[src/rtl/mdu_pkg.sv]
`default_nettype none
// ============================================================================
// Module      : mdu_pkg
// Description : Shared encodings and constants for the HI/LO multiply/divide unit.
// Revision    : 1.0 - initial release
// ============================================================================
package mdu_pkg;

    localparam logic [1:0] MDU_MULT  = 2'b00;
    localparam logic [1:0] MDU_MULTU = 2'b01;
    localparam logic [1:0] MDU_DIV   = 2'b10;
    localparam logic [1:0] MDU_DIVU  = 2'b11;

    localparam int MDU_ITERS = 32;

    typedef enum logic [1:0] {
        IDLE  = 2'd0,
        RUN   = 2'd1,
        FIXUP = 2'd2
    } mdu_state_e;

endpackage
`default_nettype wire

[src/rtl/mdu_step.sv]
`default_nettype none
// ============================================================================
// Module      : mdu_step
// Description : One combinational iteration: MSB-first shift-add multiply or
//               restoring divide producing one quotient bit.
// Revision    : 1.0 - initial release
// ============================================================================
module mdu_step
    import mdu_pkg::*;
#(
    parameter int WIDTH = 32
) (
    input  logic [2*WIDTH-1:0] acc_i,
    input  logic               bit_i,
    input  logic [WIDTH-1:0]   opnd_i,
    input  logic [1:0]         op_i,
    output logic [2*WIDTH-1:0] acc_o,
    output logic               q_o
);

    logic               w_is_div;
    logic [2*WIDTH-1:0] w_mul;
    logic [WIDTH:0]     w_shift;
    logic [WIDTH+1:0]   w_diff;

    always_comb begin
        w_is_div = (op_i == MDU_DIV) || (op_i == MDU_DIVU);
        w_mul    = (acc_i << 1) + (bit_i ? {{WIDTH{1'b0}}, opnd_i} : '0);
        // Divide keeps a WIDTH+1 bit partial remainder in the low bits of acc.
        w_shift  = {acc_i[WIDTH-1:0], bit_i};
        w_diff   = {1'b0, w_shift} - {2'b00, opnd_i};
        if (w_is_div) begin
            q_o   = ~w_diff[WIDTH+1];
            acc_o = {{(WIDTH-1){1'b0}}, (q_o ? w_diff[WIDTH:0] : w_shift)};
        end else begin
            q_o   = 1'b0;
            acc_o = w_mul;
        end
    end

endmodule
`default_nettype wire

[src/rtl/mult_div_unit.sv]
`default_nettype none
// ============================================================================
// Module      : mult_div_unit
// Description : Iterative 33-cycle multiply/divide unit with HI/LO registers.
// Revision    : 1.0 - initial release
// ============================================================================
module mult_div_unit
    import mdu_pkg::*;
#(
    parameter int WIDTH = 32,
    parameter int CNT_W = 6
) (
    input  logic             clk,
    input  logic             reset,
    input  logic             start,
    input  logic [1:0]       op,
    input  logic             mthi,
    input  logic             mtlo,
    input  logic [WIDTH-1:0] busA,
    input  logic [WIDTH-1:0] busB,
    output logic             busy,
    output logic             done,
    output logic [WIDTH-1:0] hi,
    output logic [WIDTH-1:0] lo
);

    mdu_state_e         state_q, state_d;
    logic [CNT_W-1:0]   cnt_q, cnt_d;
    logic [1:0]         op_q, op_d;
    logic               neg_a_q, neg_a_d;
    logic               neg_res_q, neg_res_d;
    logic [WIDTH-1:0]   opnd_q, opnd_d;
    logic [WIDTH-1:0]   shreg_q, shreg_d;
    logic [2*WIDTH-1:0] acc_q, acc_d;
    logic [WIDTH-1:0]   hi_q, hi_d;
    logic [WIDTH-1:0]   lo_q, lo_d;
    logic               busy_q, busy_d;
    logic               done_q, done_d;

    logic               w_sa, w_sb;
    logic [WIDTH-1:0]   w_mag_a, w_mag_b;
    logic [2*WIDTH-1:0] w_acc_nxt;
    logic               w_qbit;
    logic [2*WIDTH-1:0] w_prod;
    logic [WIDTH-1:0]   w_rem, w_quot;

    mdu_step #(.WIDTH(WIDTH)) u_step (
        .acc_i  (acc_q),
        .bit_i  (shreg_q[WIDTH-1]),
        .opnd_i (opnd_q),
        .op_i   (op_q),
        .acc_o  (w_acc_nxt),
        .q_o    (w_qbit)
    );

    always_comb begin
        w_sa    = ~op[0] & busA[WIDTH-1];
        w_sb    = ~op[0] & busB[WIDTH-1];
        w_mag_a = w_sa ? -busA : busA;
        w_mag_b = w_sb ? -busB : busB;

        w_prod  = neg_res_q ? -acc_q : acc_q;
        w_rem   = neg_a_q ? -acc_q[WIDTH-1:0] : acc_q[WIDTH-1:0];
        // A zero divisor yields an all-ones quotient; the remainder path already
        // reconstructs the original dividend, so only the quotient sign is skipped.
        if (opnd_q == '0)
            w_quot = '1;
        else
            w_quot = neg_res_q ? -shreg_q : shreg_q;
    end

    always_comb begin
        state_d   = state_q;
        cnt_d     = cnt_q;
        op_d      = op_q;
        neg_a_d   = neg_a_q;
        neg_res_d = neg_res_q;
        opnd_d    = opnd_q;
        shreg_d   = shreg_q;
        acc_d     = acc_q;
        hi_d      = hi_q;
        lo_d      = lo_q;
        busy_d    = busy_q;
        done_d    = 1'b0;

        case (state_q)
            IDLE: begin
                if (start) begin
                    op_d      = op;
                    neg_a_d   = w_sa;
                    neg_res_d = w_sa ^ w_sb;
                    // The shift register holds the operand consumed bit by bit.
                    shreg_d   = op[1] ? w_mag_a : w_mag_b;
                    opnd_d    = op[1] ? w_mag_b : w_mag_a;
                    acc_d     = '0;
                    cnt_d     = '0;
                    busy_d    = 1'b1;
                    state_d   = RUN;
                end else begin
                    if (mthi) hi_d = busA;
                    if (mtlo) lo_d = busA;
                end
            end
            RUN: begin
                acc_d   = w_acc_nxt;
                shreg_d = {shreg_q[WIDTH-2:0], w_qbit};
                cnt_d   = cnt_q + 1'b1;
                if (cnt_q == CNT_W'(MDU_ITERS - 1))
                    state_d = FIXUP;
            end
            FIXUP: begin
                if (op_q[1]) begin
                    hi_d = w_rem;
                    lo_d = w_quot;
                end else begin
                    hi_d = w_prod[2*WIDTH-1:WIDTH];
                    lo_d = w_prod[WIDTH-1:0];
                end
                busy_d  = 1'b0;
                done_d  = 1'b1;
                state_d = IDLE;
            end
            default: begin
                busy_d  = 1'b0;
                state_d = IDLE;
            end
        endcase
    end

    always_ff @(posedge clk or posedge reset) begin
        if (reset) begin
            state_q   <= IDLE;
            cnt_q     <= '0;
            op_q      <= MDU_MULT;
            neg_a_q   <= 1'b0;
            neg_res_q <= 1'b0;
            opnd_q    <= '0;
            shreg_q   <= '0;
            acc_q     <= '0;
            hi_q      <= '0;
            lo_q      <= '0;
            busy_q    <= 1'b0;
            done_q    <= 1'b0;
        end else begin
            state_q   <= state_d;
            cnt_q     <= cnt_d;
            op_q      <= op_d;
            neg_a_q   <= neg_a_d;
            neg_res_q <= neg_res_d;
            opnd_q    <= opnd_d;
            shreg_q   <= shreg_d;
            acc_q     <= acc_d;
            hi_q      <= hi_d;
            lo_q      <= lo_d;
            busy_q    <= busy_d;
            done_q    <= done_d;
        end
    end

    assign busy = busy_q;
    assign done = done_q;
    assign hi   = hi_q;
    assign lo   = lo_q;

endmodule
`default_nettype wire

[config.mk]
export PLATFORM = sky130hd
export DESIGN_NAME = mult_div_unit
export DESIGN_NICKNAME = d
export VERILOG_FILES = /design/src/rtl/mdu_pkg.sv /design/src/rtl/mdu_step.sv /design/src/rtl/mult_div_unit.sv
export SDC_FILE = /design/constraint.sdc
export NUM_CORES = 1
export LEC_CHECK = 0
export CORE_MARGIN = 2
export CORE_UTILIZATION = 45
export CTS_CLUSTER_SIZE = 28
export DETAILED_ROUTE_END_ITERATION = 8
export PLACE_DENSITY = 0.72
export SYNTH_ARGS = -nofsm -noshare
export SYNTH_HDL_FRONTEND = slang
export SYNTH_SLANG_ARGS = --single-unit
[constraint.sdc]
create_clock -name clk -period 9.7 [get_ports clk]
set_input_delay 1.94 -clock clk [delete_from_list [all_inputs] [get_ports clk]]
set_output_delay 1.94 -clock clk [all_outputs]
set_load 0.005 [all_outputs]
# --- Word-level counts from Yosys, hierarchy flattened ---
# Index checks and enable logic that the tools add are counted.
totals:
  reg_bits: 206
  latch_bits: 0
  ram_bits: 0
  rom_bits: 0
  input_bits: 71
  out_inout_bits: 66
  wordCells: 79
  n_memories: 0
op_classes:
  addsub: 8
  n_mul: 0
  n_div: 0
  order_cmp: 0
  eq_ne: 10
  shift: 0
  n_mux: 32
  bitwise: 6
  reduce_logical: 11
op_table:
  columns: ["op", "count"]
  rows:
  - ["$mux W32", 15]
  - ["$mux W64", 3]
  - ["$pmux W32 S2", 3]
  - ["$neg A32 Y32", 4]
  - ["$pmux W64 S2", 1]
  - ["$add A64 B64 Y64", 1]
  - ["$neg A64 Y64", 1]
  - ["$sub A33 B32 Y34", 1]
  - ["$mux W33", 1]
  - ["$logic_not A32 Y1", 1]
  - ["$pmux W6 S2", 1]
  - ["$ne A2 B2 Y1 const B", 5]
  - ["$reduce_and A2 Y1", 4]
  - ["$add A6 B1 Y6 const B", 1]
  - ["$eq A2 B2 Y1 const B", 3]
  - ["$eq A6 B5 Y1 const B", 1]
  - ["$mux W6", 1]
  - ["$reduce_and A3 Y1", 2]
  - ["$mux W2", 2]
  - ["$pmux W2 S2", 1]
  - ["$reduce_bool A2 Y1", 2]
  - ["$mux W1", 3]
  - ["$not A1 Y1", 3]
  - ["$and A1 B1 Y1", 2]
  - ["other kinds (5)", 5]

# --- Longest topological paths before layout ---
# Gate-level depths: netlist of the first run.
depth:
  word_depth: 6
  ltp_mapped: 15
  mapped_depth_nobuf: 13

# --- By module ---
# A second synthesis of the first run with hierarchy kept.
hier_totals:
  cells_unflattened: 2474
  area_unflattened_um2: 19018.2
modules_own_cells:
  columns: ["mod", "n_inst", "cells_per_inst", "area_per_inst_um2", "seq_area_each_um2"]
  rows:
  - ["mult_div_unit", 1, 1672, 13800.7, 5154.9]
  - ["mdu_step", 1, 802, 5217.5, 0.0]

# --- Least setup slack after synthesis of the first run ---
# No wires, ideal clock.
synth_timing:
  path_type: "in2reg"
  from: "input busA[8]"
  to: "register shreg_q[27]"
  setup_time_ns: 0.076
  t_arrival_ns: 4.064
  required_ns: 9.624
  path_slack_ns: 5.560
  path_stages: 9
  n_path_buf: 0
  cell_sequence: "or4_4 > or4_4 > nor3_4 > nand2_2 > or2_4 > o31ai_2 > xnor2_1 > mux2i_1 > o21ai_1"
synth_via:
  elab_chain_cells: 5
synth_lines:
  columns: ["item", "line_no", "text"]
  rows:
  - ["from (decl)", "mult_div_unit.sv:19", "input logic [WIDTH-1:0] busA,"]
  - ["$neg A32 Y32", "mult_div_unit.sv:59", "w_mag_a = w_sa ? -busA : busA;"]
  - ["$mux W32", "mult_div_unit.sv:59", null]
  - ["$mux W32", "mult_div_unit.sv:93", "shreg_d = op[1] ? w_mag_a : w_mag_b;"]
  - ["$mux W32", "mult_div_unit.sv:88", "if (start) begin"]
  - ["$pmux W32 S2", "mult_div_unit.sv:86", "case (state_q)"]
  - ["to (signal assigned)", "mult_div_unit.sv:151", "shreg_q <= shreg_d;"]
  - ["to (decl)", "mult_div_unit.sv:33", "logic [WIDTH-1:0] shreg_q, shreg_d;"]
# No other way between the ends. The select of a mux whose other input is x is not followed.
# A chain may end at the register's enable or synchronous reset.

# --- Worst setup path in the final report of the first run ---
layout_timing:
  from: "register shreg_q[31]"
  to: "register acc_q[59]"
layout_via:
  elab_chain_cells: 4
layout_lines:
  columns: ["item", "line_no", "text"]
  rows:
  - ["$mux W32", "mdu_step.sv:28", "w_mul = (acc_i << 1) + (bit_i ? {{WIDTH{1'b0}}, opnd_i} : '0);"]
  - ["$add A64 B64 Y64", "mdu_step.sv:28", null]
  - ["$mux W64", "mdu_step.sv:32", "if (w_is_div) begin"]
  - ["$pmux W64 S2", "mult_div_unit.sv:86", null]
  - ["to (signal assigned)", "mult_div_unit.sv:139", "acc_q <= '0;"]
  - ["to (signal assigned)", "mult_div_unit.sv:152", "acc_q <= acc_d;"]
  - ["to (decl)", "mult_div_unit.sv:34", "logic [2*WIDTH-1:0] acc_q, acc_d;"]
# No other way between the ends.

==> results of run 1 <==
==> placed cells by master, fill, tap and decap left out, drive strengths merged, types with 43 or more instances in the layout <==
master	n
a21oi	141
a22oi	61
clkdlybuf4s50	135
dfrtp	205
ha	69
inv	64
mux2i	56
nand2	233
nor2	172
nor3	43
o21ai	232
o221ai	49
o31ai	44
xnor2	120
xor2	121
==> registers in the layout (all words and copies together) (netlist names) <==
signal / flops
shreg_q: 32
neg_res_q: 1
op_q: 1
hi: 32
opnd_q: 32
cnt_q: 6
acc_q: 64
state_q: 2
done: 1
neg_a_q: 1
lo: 32
busy: 1
==> metal layers <==
metal / track usage / share of wire / vias up
met5: 0 / 0 / -
met4: 0.09958 / 0.031 / 0
met3: 0.04522 / 0.097 / 117
met2: 0.4675 / 0.44 / 950
met1: 0.4309 / 0.43 / 8730
li1: - / - / 8152
==> kinds of logic (layout without fill, tap and decap cells) <==
kind of cell             count (synthesis)  after routing
multiplexers                            58             58
flip-flops                             205            205
adder cells (fa/ha/maj)                 71             71
AO/OA/AOI/OAI                          738            738
AND/OR/NAND/NOR                        676            676
buffers and inverters                  233            269
XOR/XNOR                               241            241
==> power by group through the flow <==
stage | registers, mW | logic [mW] | clock network (mW)
after CTS | 1.63 | 3.38 | 0.971
after global placement | 1.64 | 3.30 | 0
after detailed placement | 1.65 | 3.36 | 0
after global routing | 1.69 | 3.77 | 1.00
final | 1.66 | 3.44 | 0.965
after floorplan | 1.37 | 2.58 | 0
==> through the flow <==
stage,power (mW),cells,hold WS [ns]
after floorplan,3.951,2222,0.4362
final,6.071,2776,0.4708
after global placement,4.941,2732,0.4545
after global routing,6.467,2776,0.5127
after CTS,5.985,2776,0.4767
after detailed placement,5.007,2732,0.4713
==> area by class of cell <==
cell class,count,area [um2]
Fill cell,3695,18660
Multi-Input combinational cell,1784,11870
Sequential cell,205,5131
Timing Repair Buffer,159,1529
Clock buffer,34,689.4
Tap cell,518,648.1
Inverter,66,255.2
Clock inverter,10,127.6
==> critical path, stage by stage (launching register included) <==
cell	delay, ns
dfrtp_1	0.41
clkinv_1	0.85
nor2_1	0.38
ha_1	0.33
a21o_1	0.21
a21oi_1	0.18
a21oi_1	0.15
o211a_1	0.30
o311ai_1	0.50
a311o_1	0.55
nand3_1	0.38
and3_1	0.27
a221o_1	0.28
==> final timing paths <==
| check | endpoint | slack, ns | startpoint |
|---|---|---|---|
| max in group asynchronous | neg_res_q | 6.05 | reset |
| setup / recovery | acc_q[59] | 4.78 | shreg_q[31] |
| min in group asynchronous | hi[8] | 2.00 | reset |
| hold reg to reg | cnt_q[5] | 0.47 | cnt_q[5] |
| setup reg to reg | acc_q[59] | 4.78 | shreg_q[31] |
| hold / removal | cnt_q[5] | 0.47 | cnt_q[5] |
==> flow_metrics.tcl, run 1 <==
set metrics [dict create \
    synth_fp_nets 2364 \
    vdd_ir_drop_max_mv 0.1386 \
    p_leak_nw 8.081 \
    viasPerCell 6.466 \
    grt_overflow_total 0 \
    ios 137 \
    ys_ff_latch 205 \
    async_flop_share 1.000 \
    outcome "completed" \
    ys_top_cells_by_area "dfrtp_1 29%, o21ai_0 6.2%, xor2_1 5.9%" \
    max_freq_mhz 203.2 \
    die_w_um 203.1 \
    synthXorXnorAreaFrac 0.1183 \
    hp-class "flop to flop" \
    swShare 0.4841 \
    p_comb_frac 0.567 \
    final_util 0.5204 \
    seq_power_share 0.274 \
    core_area_um2 38920 \
    arrival_ns 5.35 \
    final_hold_viol_count 0 \
    grt_use_total 0.3016 \
    setup_tns_ns 0 \
    cts_tree "built" \
    cts.path.max_buffers 3 \
    powerDensity_nw_per_um2 299.7 \
    cts_setup_buffers 0 \
    clk_pin_slew_ns 0.06 \
    clock_power_share 0.159 \
    dpl_cell_area_um2 19440 \
    finalCritPeriodShare 0.5074 \
    slew_headroom 0.2843 \
    htree_levels 1 \
    yosysTopAreaCellShare 0.2875 \
    synth-simple-area-share 0.1853 \
    endpoint_kind "flop" \
    die_area_um2 41270 \
    p_int_mw 3.132 \
    yosys_warnings 0 \
    synth_compound_area_frac 0.2753 \
    rr_worst_depth 12 \
    path_class "flop to flop" \
    avgSynthCellArea_um2 8.031 \
    synthFlopType "dfrtp_1" \
    yosysTopAreaCell "dfrtp_1" \
    synth-edff-count 0 \
    insertedDiodeCount 0 \
    antenna_found_initial 0 \
    row_count 72 \
    report.final.setup_viol 0 \
    syn_area_um2 17850 \
    routabilityCongestion 0.9964 \
    wirelength_um 63490 \
    cp_max_fo 33 \
    drc 0 \
    worst_clock_skew_ns 0.02212 \
    clkSinkCount 205 \
    grt_pass1_wl_um 98270 \
    synth_cells 2222 \
    vias 17949 \
    rsz0062_at_grt "false" \
    clk_latency_ns 0.55 \
    fin_ws_ns 4.779 \
    min_delay_path_depth 1 \
    synthMuxAreaShare 0.03267 \
    dr.pass1.iters 6 \
    numCtsBuffers 24 \
    dpl.hpwl_um 47180 \
    layout.nets 2382 \
    post_drt_wl_per_cell_um 22.87 \
    worstPathRequired_ns 10.13 \
    drv_slew 0 \
    p_sw_mw 2.939 \
    worst_slew_pin_slew_ns 1.067 \
    synth_cell_types 92 \
    grt_pass1_vias 16561 \
    synthTopCellsByCount "231 x nand2_1, 222 x o21ai_0, 205 x dfrtp_1" \
    drv_cap 0 \
    io_buffers 136 \
    cts_resized 0 \
    yosysMostFrequentCell "nand2_1" \
    area_growth_pct 13.49 \
    layout_min_cycle_time_ns 4.921 \
    layout-drive-gt1-share 0.05093 \
    first_iter_violations 2101 \
    pre_cts_ws_ns 4.711 \
    critPathLaunchType "flop" \
    grt_max_degree 136 \
    synth_fa_ha_area_frac 0.05062 \
    start_util 0.4586 \
    ys_seq_area_frac 0.2875 \
    cts-root-buf "clkbuf_16" \
    finalInstanceArea_um2 20250 \
    ant_nets 0 \
    synth_top_family_by_area "compound AO/OA/AOI/OAI gates" \
    die_y_um 203.1 \
    cts_hold_buf 0 \
]
(Power assumes the default switching activity.)
==> inputs of run 2 (changes only) <==
--- a/config.mk
+++ b/config.mk
@@ -9,7 +9,7 @@
 export CORE_UTILIZATION = 45
 export CTS_CLUSTER_SIZE = 28
 export DETAILED_ROUTE_END_ITERATION = 8
-export PLACE_DENSITY = 0.72
+export PLACE_DENSITY = 0.75
 export SYNTH_ARGS = -nofsm -noshare
 export SYNTH_HDL_FRONTEND = slang
 export SYNTH_SLANG_ARGS = --single-unit
==> constraint.sdc (replaced) <==
create_clock -name clk -period 4.2 [get_ports clk]
set_input_delay 0.84 -clock clk [delete_from_list [all_inputs] [get_ports clk]]
set_output_delay 0.84 -clock clk [all_outputs]
set_load 0.005 [all_outputs]
==> run 2 against run 1 <==
  * Via count up 1.8%
  * Highest routed layer unchanged
  * Maximum frequency is 23% higher
  * Core utilization up 1.1 points
  * Clock skew fell by 0.0038 ns
  * Count of clock-buffer cells in the layout did not move
  * Critical path depth up 2
  * Critical endpoint unchanged
  * Non-clock buffer count increased by 50
  * Combinational power up 140%
==> flow_metrics.tcl, run 2 (synthesized netlist as in run 1, its figures left out) <==
set metrics [dict create \
    powerDensity_nw_per_um2 688.9 \
    cp_max_fo 18 \
    dp_cells 2782 \
    r2r_start "shreg_q[31]" \
    grt_max_degree 93 \
    vias 18271 \
    crit_end "acc_q[59]" \
    cts-root-buf "clkbuf_16" \
    p_sw_mw 6.832 \
    p_leak_nw 8.327 \
    dpl.hpwl_um 49470 \
    clock_power_share 0.155 \
    critPathLaunchType "flop" \
    arrival_ns 4.43 \
    clkSinkCount 205 \
    nFillCells 3677 \
    clk_latency_ns 0.55 \
    path_class "flop to flop" \
    setup_tns_ns 0 \
    row_count 72 \
    r2r-end "acc_q[59]" \
    insertedDiodeCount 0 \
    ant_nets 0 \
    routabilityCongestion 1.015 \
    final_hold_viol_count 0 \
    drv_cap 0 \
    slew_headroom 0.2693 \
    grt_use_total 0.3075 \
    instances_no_fill 2824 \
    viasPerCell 6.470 \
    layout_min_cycle_time_ns 4.004 \
    cts_tree "built" \
    grt_pass1_wl_um 99870 \
    vdd_ir_drop_max_mv 0.3217 \
    rr_worst_depth 14 \
    p_comb_frac 0.588 \
    die_area_um2 41270 \
    mostFrequentLayoutCell "nand2_1" \
    antenna_found_initial 0 \
    ios 137 \
    worst_slew_pin_slew_ns 1.096 \
    grt_overflow_total 0 \
    hp-class "flop to flop" \
    area_growth_pct 15.80 \
    seq_power_share 0.257 \
    clk_pin_slew_ns 0.06 \
    numCtsBuffers 24 \
    drv_slew 0 \
    multi_input_area_um2 11870 \
    grt_pass1_vias 16940 \
    layout_common_cells "230 x nand2_1, 221 x o21ai_0, 204 x dfrtp_1" \
    worst_clock_skew_ns 0.01829 \
    cts_hold_buf 0 \
    ff2ff_setup_slack_ns 0.20 \
    htree_levels 1 \
    drc 0 \
    die_y_um 203.1 \
    report.final.setup_viol 0 \
    p_int_mw 7.406 \
    rsz0062_at_grt "false" \
    die_w_um 203.1 \
    dr.pass1.iters 8 \
    core_area_um2 38920 \
    max_freq_mhz 249.8 \
    first_iter_violations 2180 \
    largest_reg_flops 64 \
    cts.path.max_buffers 3 \
    largest_register "acc_q" \
    endpoint_kind "flop" \
    cp-startpoint "shreg_q[31]" \
    layout-drive-gt1-share 0.07199 \
    wirelength_um 65130 \
    worstPathRequired_ns 4.63 \
    post_drt_wl_per_cell_um 23.06 \
    io_buffers 136 \
    outcome "completed" \
    start_util 0.4586 \
    swShare 0.4798 \
    seqCellArea_um2 5131 \
    finalCritPeriodShare 0.9533 \
    layout.nets 2432 \
]
==> run 2: cell types whose count changed in the layout (fill, tap and decap cells not counted), sizes merged <==
| cell | previous run | this run |
|---|---|---|
| buf | 24 | 74 |
| clkinv | 8 | 5 |
| clkinvlp | 1 | 4 |
| bufinv | 3 | 2 |
| inv | 64 | 63 |
==> run 2: power by group through the flow <==
stage / sequential [mW] / combinational, mW / clock (mW)
floorplan: 3.16 / 5.97 / 0
global placement: 3.59 / 8.04 / 0
detailed placement: 3.62 / 8.18 / 0
CTS: 3.59 / 8.23 / 2.23
global route: 3.71 / 9.15 / 2.30
finish: 3.66 / 8.38 / 2.20
==> run 2: what timing repair did <==
| item | CTS | global route |
|---|---|---|
| resized for setup | 0 | 2 |
| setup buffers | 0 | 0 |
| endpoints found under the setup margin | 0 | 5 |
==> run 2: per-stage QoR <==
step           power [mW]  hold slack, ns  cell area (um2)  worst slack (ns)    util
3_5_place_dp        11.80          0.4628            19840            0.1611  0.5098
5_1_grt             15.16          0.4822            20670           0.07021  0.5310
4_1_cts             14.04          0.4711            20660            0.1156  0.5308
3_3_place_gp        11.63          0.4528            19840            0.2716  0.5098
6_report            14.24          0.4664            20670            0.1963  0.5310
2_1_floorplan       9.125          0.4362            17850            0.6464       -
==> run 2: layout make-up <==
class,instances,share of cell area
multi-input cells,1784,0.5744
flip-flops and latches,205,0.2483
repair buffers,209,0.09396
clock buffers,34,0.03481
well taps,518,0.03136
inverters,66,0.01235
clock inverters,8,0.004783
==> run 2: routing by layer <==
metal / routed length, um / vias to the layer above / track usage / share of wire
met4: 2772 / 0 / 0.1238 / 0.043
met1: 27660 / 8853 / 0.4357 / 0.42
met2: 28580 / 1011 / 0.4777 / 0.44
li1: - / 8257 / - / -
met3: 6120 / 150 / 0.03659 / 0.094
met5: 0 / - / 0 / 0
==> run 2: worst max-delay path: stages (launching register included) <==
cell and delay [ns]:
dfrtp_1 0.41, clkinvlp_4 0.28, nor2_1 0.09, ha_1 0.23, fa_1 0.41, a21oi_1 0.21, nand4b_1 0.18, a21oi_1 0.12
o211a_1 0.27, o311ai_1 0.32, buf_4 0.19, a311o_1 0.41, nand3_2 0.24, and3_1 0.22, a221o_1 0.29
==> run 2: how the worst min path moves through the flow <==
| stage | start | to | cells past startpoint |
|---|---|---|---|
| after floorplan | cnt_q[5] | cnt_q[5] | 1 |
| after global placement | cnt_q[5] | cnt_q[5] | 1 |
| after detailed placement | cnt_q[5] | cnt_q[5] | 1 |
| after CTS | cnt_q[5] | cnt_q[5] | 1 |
| after global routing | cnt_q[5] | cnt_q[5] | 1 |
| final | cnt_q[5] | cnt_q[5] | 1 |
==> variant: new RTL, config.mk and constraints of run 1 <==
`WIDTH` is set to 32 in 2 places; all go to 48.
--- a/src/rtl/mdu_step.sv
+++ b/src/rtl/mdu_step.sv
@@ -10,3 +10,3 @@
 #(
-    parameter int WIDTH = 32
+    parameter int WIDTH = 48
 ) (
--- a/src/rtl/mult_div_unit.sv
+++ b/src/rtl/mult_div_unit.sv
@@ -9,3 +9,3 @@
 #(
-    parameter int WIDTH = 32,
+    parameter int WIDTH = 48,
     parameter int CNT_W = 6
Interface: changed (resized busA, busB, hi and lo); port bits go from 137 to 201. No check against the original RTL was run, so the function may have changed too.
==> variant against run 1 <==
  * Setup slack worse by 0.51 ns
  * Combinational power is 58% higher
  * Die area is 49% higher
  * Area after synthesis is 50% higher
  * Sequential cell count is 96 higher
  * Design area is 49% higher
  * Sequential power is 47% higher
  * Power is 53% higher
  * Wire length is 54% higher
  * Critical endpoint is now acc_q[48]
  * Sequential share of layout area is 0.40 points lower
==> variant: results (changes against run 1) <==
[run_status]
outcome=finished, final reports clean

[timing]
worst_clock_skew_ns=0.02372  ; +0.001598 ns
max_slew.worst_pin.slew_ns=1.356  ; +0.2887 ns

[worst_setup_path]
slowest_stage=o311ai_0
cp-startpoint=shreg_q[47]
max_stage_delay_ns=0.79  ; -0.06 ns
crit_arrival_ns=5.88  ; +0.53 ns

[synthesis]
yosys-top-cells-area=dfrtp_1, xnor2_1, o21ai_0
yosysSeqAreaShare=0.2817  ; -0.005741
synthTopCellsByCount=o21ai_0, nand2_1, dfrtp_1

[routing]
firstDrtPassIters=8  ; +2
dr_wl_met2_microns=42050  ; +51%
vias=27000  ; +50%
finalWirelength_microns=97860  ; +54%
drt_iter0_markers=3046  ; +45%
route.met3.wl_microns=9884  ; +60%
top_layer=met5

[global_routing]
met3_usage=0.05926  ; +0.01403
antenna_found_initial=6  ; +6
grt_pass1_wl_microns=147500  ; +50%
grt_max_degree=171  ; +26%
first_global_vias=24500  ; +48%
grt_usage=0.3110  ; +0.009407

[power]
peakVddDrop_mv=0.1619  ; +17%
p_leak_nw=11.78  ; +46%
p_seq_mw=2.44  ; +47%
power_switching_mw=4.573  ; +56%

[place]
port_buffers=200  ; +47%
gp_congestion=0.9994  ; +0.30%
hpwl_microns=73070  ; +55%

[cells_and_area]
nNetsFinal=3665  ; +54%
largest_reg_flops=96  ; +50%
drive_above_1_share=0.04795  ; -0.002983

[clocking]
cts_buffers=36  ; +50%

variant: path summary, 6_finish.rpt:
path,end,slack [ns],cells after the start
min,cnt_q[5],0.46,1
min in group asynchronous,acc_q[93],1.84,2
min reg2reg,cnt_q[5],0.46,1
max in group asynchronous,lo[11],6.01,4
max reg2reg,acc_q[48],4.27,14
max,acc_q[48],4.27,14
variant: area by class of cell:
class                   count  area [sq um]  share of cell area
multi-input cells        2776         17850              0.5904
repair buffers            236          2280             0.07540
diodes                      2         5.005           0.0001655
flip-flops and latches    301          7540              0.2494
well taps                 773         967.2             0.03199
inverters                 108         409.1             0.01353
clock inverters            14         156.4            0.005173
clock buffers              48          1027             0.03398
variant: through the flow:
stage	instance area [sq um]	util	setup WS, ns	instances	power [mW]
detailed placement	29050	0.4931	3.898	4194	7.704
floorplan	26740	-	3.759	3453	6.076
finish	30230	0.5132	4.273	4258	9.273
global route	30230	0.5132	4.134	4256	9.913
global placement	29050	0.4931	3.896	4194	7.662
CTS	30230	0.5132	4.451	4256	9.128
